[src/rtl/uart_alu_cmd_seq.sv]
// Command sequencer: parses SYNC/OPCODE/A/B[/CS] frames from the UART byte stream and runs one ALU op per frame.
// Optional checksum byte is enabled by defining UART_CMD_CHECKSUM_EN.
module uart_alu_cmd_seq #(
    parameter int          DATA_W         = 8,
    parameter int          OP_W           = 4,
    parameter logic [7:0]  SYNC_BYTE      = 8'hA5,
    parameter int          MAX_OP         = 9,
    parameter int          TIMEOUT_CYCLES = 50000
) (
    input  logic              clk,
    input  logic              rst_n,
    input  logic [7:0]        rx_data,
    input  logic              rx_valid,
    input  logic [DATA_W-1:0] alu_result,
    input  logic [3:0]        alu_flags,
    input  logic              alu_done,
    output logic [DATA_W-1:0] alu_a,
    output logic [DATA_W-1:0] alu_b,
    output logic [OP_W-1:0]   alu_op,
    output logic              alu_start,
    output logic [DATA_W-1:0] result,
    output logic [3:0]        result_flags,
    output logic              result_valid,
    output logic              busy,
    output logic              err_op,
    output logic              err_timeout,
    output logic              err_cs,
    output logic [7:0]        err_cnt
);

    localparam int TMO_W = (TIMEOUT_CYCLES > 1) ? $clog2(TIMEOUT_CYCLES) : 1;
    localparam logic [TMO_W-1:0] TMO_LAST = TMO_W'(TIMEOUT_CYCLES - 1);

    typedef enum logic [2:0] {
        S_IDLE, S_GET_OP, S_GET_A, S_GET_B, S_GET_CS, S_EXEC, S_WAIT, S_DONE
    } state_e;

    state_e            state_q, state_d;
    logic [TMO_W-1:0]  tmo_q, tmo_d;
    logic [OP_W-1:0]   op_sh_q, op_sh_d;
    logic [7:0]        a_sh_q, a_sh_d, b_sh_q, b_sh_d;
    logic [DATA_W-1:0] alu_a_q, alu_a_d, alu_b_q, alu_b_d;
    logic [OP_W-1:0]   alu_op_q, alu_op_d;
    logic [DATA_W-1:0] result_q, result_d;
    logic [3:0]        flags_q, flags_d;
    logic              err_op_q, err_op_d, err_tmo_q, err_tmo_d;
    logic [7:0]        err_cnt_q, err_cnt_d;
    logic              in_get, op_legal, err_any;
`ifdef UART_CMD_CHECKSUM_EN
    logic              err_cs_q, err_cs_d, cs_ok;
    // Legal opcodes have a zero upper nibble, so the zero-extended shadow equals the received byte.
    assign cs_ok = (rx_data == (8'(op_sh_q) ^ a_sh_q ^ b_sh_q));
    assign err_any = err_op_d | err_tmo_d | err_cs_d;
    assign err_cs  = err_cs_q;
`else
    assign err_any = err_op_d | err_tmo_d;
    assign err_cs  = 1'b0;
`endif

    assign in_get   = (state_q == S_GET_OP) || (state_q == S_GET_A) ||
                      (state_q == S_GET_B)  || (state_q == S_GET_CS);
    assign op_legal = (rx_data[7:OP_W] == '0) && (32'(rx_data[OP_W-1:0]) <= MAX_OP);

    always_ff @(posedge clk or negedge rst_n) begin
        if (!rst_n) begin
            state_q <= S_IDLE;
            tmo_q   <= '0;
        end else begin
            state_q <= state_d;
            tmo_q   <= tmo_d;
        end
    end

    always_comb begin
        state_d   = state_q;
        tmo_d     = '0;
        err_op_d  = 1'b0;
        err_tmo_d = 1'b0;
`ifdef UART_CMD_CHECKSUM_EN
        err_cs_d  = 1'b0;
`endif
        case (state_q)
            S_IDLE:   if (rx_valid && rx_data == SYNC_BYTE) state_d = S_GET_OP;
            S_GET_OP: if (rx_valid) begin
                          if (op_legal) state_d = S_GET_A;
                          else begin
                              err_op_d = 1'b1;
                              state_d  = S_IDLE;
                          end
                      end
            S_GET_A:  if (rx_valid) state_d = S_GET_B;
`ifdef UART_CMD_CHECKSUM_EN
            S_GET_B:  if (rx_valid) state_d = S_GET_CS;
            S_GET_CS: if (rx_valid) begin
                          if (cs_ok) state_d = S_EXEC;
                          else begin
                              err_cs_d = 1'b1;
                              state_d  = S_IDLE;
                          end
                      end
`else
            S_GET_B:  if (rx_valid) state_d = S_EXEC;
`endif
            S_EXEC:   state_d = S_WAIT;
            S_WAIT:   if (alu_done) state_d = S_DONE;
            S_DONE:   state_d = S_IDLE;
            default:  state_d = S_IDLE;
        endcase
        // A byte arriving on the terminal count wins over the timeout.
        if (in_get && !rx_valid) begin
            if (tmo_q == TMO_LAST) begin
                err_tmo_d = 1'b1;
                state_d   = S_IDLE;
            end else begin
                tmo_d = tmo_q + 1'b1;
            end
        end
    end

    always_comb begin
        op_sh_d   = op_sh_q;
        a_sh_d    = a_sh_q;
        b_sh_d    = b_sh_q;
        alu_a_d   = alu_a_q;
        alu_b_d   = alu_b_q;
        alu_op_d  = alu_op_q;
        result_d  = result_q;
        flags_d   = flags_q;
        err_cnt_d = err_cnt_q;
        if (rx_valid) begin
            case (state_q)
                S_GET_OP: op_sh_d = rx_data[OP_W-1:0];
                S_GET_A:  a_sh_d  = rx_data;
                S_GET_B:  b_sh_d  = rx_data;
                default:  ;
            endcase
        end
        // Shadow next-values are used so the final operand byte is visible in its own strobe cycle.
        if (state_d == S_EXEC && state_q != S_EXEC) begin
            alu_a_d  = DATA_W'(a_sh_d);
            alu_b_d  = DATA_W'(b_sh_d);
            alu_op_d = op_sh_d;
        end
        if (state_q == S_WAIT && alu_done) begin
            result_d = alu_result;
            flags_d  = alu_flags;
        end
        if (err_any && err_cnt_q != 8'hFF) err_cnt_d = err_cnt_q + 8'd1;
    end

    always_ff @(posedge clk or negedge rst_n) begin
        if (!rst_n) begin
            op_sh_q   <= '0;
            a_sh_q    <= '0;
            b_sh_q    <= '0;
            alu_a_q   <= '0;
            alu_b_q   <= '0;
            alu_op_q  <= '0;
            result_q  <= '0;
            flags_q   <= '0;
            err_op_q  <= 1'b0;
            err_tmo_q <= 1'b0;
            err_cnt_q <= '0;
`ifdef UART_CMD_CHECKSUM_EN
            err_cs_q  <= 1'b0;
`endif
        end else begin
            op_sh_q   <= op_sh_d;
            a_sh_q    <= a_sh_d;
            b_sh_q    <= b_sh_d;
            alu_a_q   <= alu_a_d;
            alu_b_q   <= alu_b_d;
            alu_op_q  <= alu_op_d;
            result_q  <= result_d;
            flags_q   <= flags_d;
            err_op_q  <= err_op_d;
            err_tmo_q <= err_tmo_d;
            err_cnt_q <= err_cnt_d;
`ifdef UART_CMD_CHECKSUM_EN
            err_cs_q  <= err_cs_d;
`endif
        end
    end

    always_comb begin
        alu_start    = (state_q == S_EXEC);
        result_valid = (state_q == S_DONE);
        busy         = (state_q != S_IDLE);
    end

    assign alu_a        = alu_a_q;
    assign alu_b        = alu_b_q;
    assign alu_op       = alu_op_q;
    assign result       = result_q;
    assign result_flags = flags_q;
    assign err_op       = err_op_q;
    assign err_timeout  = err_tmo_q;
    assign err_cnt      = err_cnt_q;

endmodule

[config.mk]
export PLATFORM = sky130hd
export DESIGN_NAME = uart_alu_cmd_seq
export DESIGN_NICKNAME = d
export VERILOG_FILES = /design/src/rtl/uart_alu_cmd_seq.sv
export SDC_FILE = /design/constraint.sdc
export NUM_CORES = 1
export LEC_CHECK = 0
export CAP_MARGIN = 10
export CORE_MARGIN = 2
export CORE_UTILIZATION = 62
export DETAILED_ROUTE_END_ITERATION = 10
export DONT_BUFFER_PORTS = 1
export PLACE_DENSITY = 0.81
export SYNTH_ARGS = -nofsm -noshare
export SYNTH_HDL_FRONTEND = slang
export SYNTH_SLANG_ARGS = --single-unit
[constraint.sdc]
create_clock -name clk -period 2.5 [get_ports clk]
set_input_delay 0.125 -clock clk [delete_from_list [all_inputs] [get_ports clk]]
set_output_delay 0.125 -clock clk [all_outputs]
set_load 0.01 [all_outputs]
Word level (Yosys, flattened, before mapping) --
Index checks and enable logic that the tools add are counted.
Storage, ports and cells: flip-flop bits (word level) 81, output and inout bits 46, bits of input ports 24
Cells by class: bitwise gates (word level) 1, mux-type cells 22, add/subtract/negate cells 2, eq/ne operators 12, reductions and logical operators 13, $lt $le $gt $ge 1
Operator list (count):
- 16-bit 2-to-1 mux | 2
- 8-bit 2-to-1 mux | 4
- 3-bit 2-to-1 mux | 7
- 3-bit one-hot mux with 6 select lines | 1
- 16-bit by 1-bit adder with 16-bit output, second input constant | 1
- 16-bit == test, second input constant | 1
- 3-bit == test, second input constant | 5
- 8-bit by 1-bit adder with 8-bit output, second input constant | 1
- 8-bit == test, second input constant | 1
- 4-bit 2-to-1 mux | 2
- 8-bit != test, second input constant | 1
- 3-bit by 2-bit == test with 1-bit output, second input constant | 2
- 1-bit logical AND | 6
- 1-bit 2-to-1 mux | 5
- 4-bit less-or-equal comparator, second input constant | 1
- 4-bit logical NOT | 1
- 3-bit by 1-bit == test with 1-bit output, second input constant | 1
- 3-bit logical NOT | 1
- 1-bit logical OR | 3
- 3-bit != test, second input constant | 1
- 3-bit nonzero test | 1
- 2-bit 2-to-1 mux | 1
- 1-bit logical NOT | 1
- 1-bit OR | 1

Depth between registers and ports, before layout --
depth in word-level cells 9, gate-level depth with buffers 7

Least setup slack after synthesis --
No wires, ideal clock.
kind reg-to-reg, start reg tmo_q[0], end reg err_cnt_q[1], in the netlist err_cnt[1], slack 707 ps, stages on the path, launching flop included 7, clock period less this slack 1793 ps, buffers on the path 0, arrival time 1668 ps, data required time 2375 ps, path through dfrtp_1 -> ha_1 -> nand3_2 -> nor4_4 -> a41oi_4 -> nor2_1 -> mux2_2
On the way: longest elaborated chain between the ends 5
Ends and longest elaborated chain:
- start: declaration | RTL line 39 | logic [TMO_W-1:0] tmo_q, tmo_d;
- start signal: assignment | RTL line 70 | tmo_q <= tmo_d;
- 16-bit == test | RTL line 111 | if (tmo_q == TMO_LAST) begin
- 1-bit 2-to-1 mux | RTL line 111
- 1-bit 2-to-1 mux | RTL line 110 | if (in_get && !rx_valid) begin
- 1-bit OR | RTL line 56 | assign err_any = err_op_d | err_tmo_d;
- 1-bit logical AND | RTL line 148 | if (err_any && err_cnt_q != 8'hFF) err_cnt_d = err_cnt_q + 8'd1;
- end signal: assignment | RTL line 178 | err_cnt_q <= err_cnt_d;
- end: declaration | RTL line 47 | logic [7:0] err_cnt_q, err_cnt_d;
Every way passes these cells. A chain may end at the register's enable or synchronous reset.

Worst setup path after layout --
start reg tmo_q[0], end reg err_cnt_q[6], in the netlist err_cnt[6]
Same word-level chain as after synthesis.

==> impl_metrics.json <==
{
  "status": "completed",
  "cts_hold_buffers": 23,
  "die-area_mm2": 0.00574,
  "cts_made_buffers": 9,
  "synth_edf_count": 0,
  "final_cell_mix": "dfrtp_1, nand2_1, mux2_2",
  "dp_slack_ns": 0.530,
  "critPathSlowestCell": "dfrtp_1",
  "setup_viol": 0,
  "final_common_cell": "dfrtp_1",
  "wire_per_inst_um": 17.1,
  "drcViolationCount": 0,
  "grt-ovfl-total": 0,
  "cts.sinks": 73,
  "synth_cells": 270,
  "avgSynthCellArea_um2": 11.8,
  "p_leak_uw": 0.00177,
  "start_kind": "flop",
  "synth_cell_types": 41,
  "maxSlewViolCount": 0,
  "clk_latency_ns": 0.35,
  "routed_wl_um": 6350,
  "max_freq_mhz": 496,
  "hpwl_um": 3900,
  "drt_iter0_drc": 201,
  "synthesis.nets": 296,
  "antenna_left": 0,
  "grt_antenna_before_repair": 0,
  "hold_class": "in2reg",
  "worstPathCellList": "ha_1 -> nand3_2 -> nor4_4 -> a41oi_4 -> nor3_1 -> mux2_2",
  "drv_cap": 0,
  "async_flop_share": 1.00,
  "clockBufferDepth": 2,
  "portBuffers": 0,
  "final_core_util": 0.733,
  "worst_path_largest_cell_delay_ns": 0.38,
  "antennaDiodeCount": 0,
  "crit_family": "simple AND/OR/NAND/NOR gates",
  "cp_num_buf_inv": 0,
  "setup_tns_ns": 0,
  "cellPowerDensity_mw_per_mm2": 605,
  "crit_type": "reg2reg",
  "initial_core_util": 0.633,
  "ys_seq_elements": 73,
  "cts_tree": "done",
  "cp.arrival_ns": 2.25,
  "gp_congestion": 0.816,
  "placementRows": 26,
  "seq_area_frac_synth": 0.572,
  "die_h_um": 75.8,
  "ir_drop_mv": 0.467,
  "grt_pass1_wl_um": 9800,
  "vias": 2076,
  "ios": 70,
  "cts_resized": 0,
  "synth_top_flop_cell": "dfrtp_1",
  "coreArea_mm2": 0.00504,
  "cp_max_fo": 7,
  "hold_viol": 0,
  "clock_tree.root_cell": "clkbuf_8",
  "fin_skew_ns": 0.00924,
  "rsz0062_at_grt": "false",
  "fin_crit_ns": 2.02,
  "grtUsageTotal": 0.236,
  "first_pass_iters": 4,
  "grt_max_degree": 74,
  "cts.clk_slew.worst_paths_ns": 0.08,
  "relSlewSlack": 0.554,
  "routed_via_density": 5.60,
  "drive_gt1_frac": 0.219,
  "grt_pass1_vias": 2082,
  "period_share": 0.807,
  "post_cts.repair.setup_buffers": 0,
  "timing.critical_path.to_type": "flop",
  "final_net_count": 322,
  "worst_slack_ns": 0.483,
  "syn_to_final_growth_pct": 15.7,
  "cp.required_ns": 2.73,
  "worst_pin_slew_ns": 0.665,
  "syn_area_mm2": 0.00319,
  "htree_num_levels": 3,
  "yosys_warnings": 0,
  "fp.dieW_um": 75.8
}
## layout make-up
cell class,count,area (um^2)
inverter,3,11.3
tap,70,87.6
sequential,73,1830
multi-input combinational,183,1300
clock buffer,10,138
fill,337,1350
timing repair buffer,26,270
clock inverter,6,65.1
## through the flow
stage          cell area [um^2]  std cells  hold slack, ns  power, uW
4_1_cts                    3690        371          0.0119       2260
3_5_place_dp               3240        332          -0.169       1260
3_3_place_gp               3240        332          -0.169       1260
2_1_floorplan              3190        270          -0.171       1260
6_report                   3690        371          0.0222       2240
5_1_grt                    3690        371          0.0303       2310
## metal layers
| metal | share of wire | vias to the layer above | GRT usage |
|---|---|---|---|
| met5 | 0 | - | 0 |
| li1 | - | 970 | - |
| met1 | 0.42 | 1025 | 0.311 |
| met3 | 0.051 | 12 | 0.0595 |
| met4 | 0.017 | 0 | 0.127 |
| met2 | 0.51 | 69 | 0.362 |
## where the power goes
group	total, uW	switching, uW	leakage (uW)	internal (uW)
clock network	937	445	0.000103	492
registers	1210	11.0	0.00102	1200
logic	91.7	46.9	0.000645	44.8
## cells in the mapped netlist (2+ instances only)
library cell,number,area (um^2)
nor3b_1,3,22.5
a31oi_1,2,12.5
xor2_1,12,105
and3_1,3,18.8
xnor2_1,9,78.8
nor2_1,24,90.1
mux2_2,34,383
buf_6,2,22.5
inv_1,3,11.3
nand4_1,6,37.5
clkbuf_1,5,18.8
nor4_1,2,12.5
o21ai_0,2,10.0
nor3_1,7,35.0
nand4b_1,2,17.5
buf_2,3,15.0
nand2b_1,2,12.5
dfrtp_1,73,1830
ha_1,2,25.0
nand2_1,48,180
nand3_1,6,30.0
## cell families after synthesis
kind of cell / synth area share
xor gates and xnor gates: 0.0576
buffers and inverters: 0.0235
DFF: 0.572
other: 0.00117
adders and majority gates: 0.00784
and+or+nand+nor: 0.190
AOI/OAI and AO/OA: 0.0282
muxes: 0.120
## registers in the layout, indices dropped and copies added, names as in the netlist, 8 cells and up
| signal | flops |
|---|---|
| a_sh_q | 8 |
| err_cnt | 8 |
| alu_a | 8 |
| tmo_q | 16 |
| result | 8 |
| alu_b | 8 |
## worst paths after layout
path                          start               to  slack (ns)  cells after the start
hold reg to reg            tmo_q[0]         tmo_q[0]        0.49                      1
max in group asynchronous     rst_n  result_flags[0]        1.87                      2
hold / removal             rx_valid         tmo_q[1]        0.02                      2
setup reg to reg           tmo_q[0]       err_cnt[6]        0.48                      6
setup / recovery           tmo_q[0]       err_cnt[6]        0.48                      6
min in group asynchronous     rst_n         alu_b[3]        0.35                      2
Note: power is estimated with default switching activity, not from simulation.
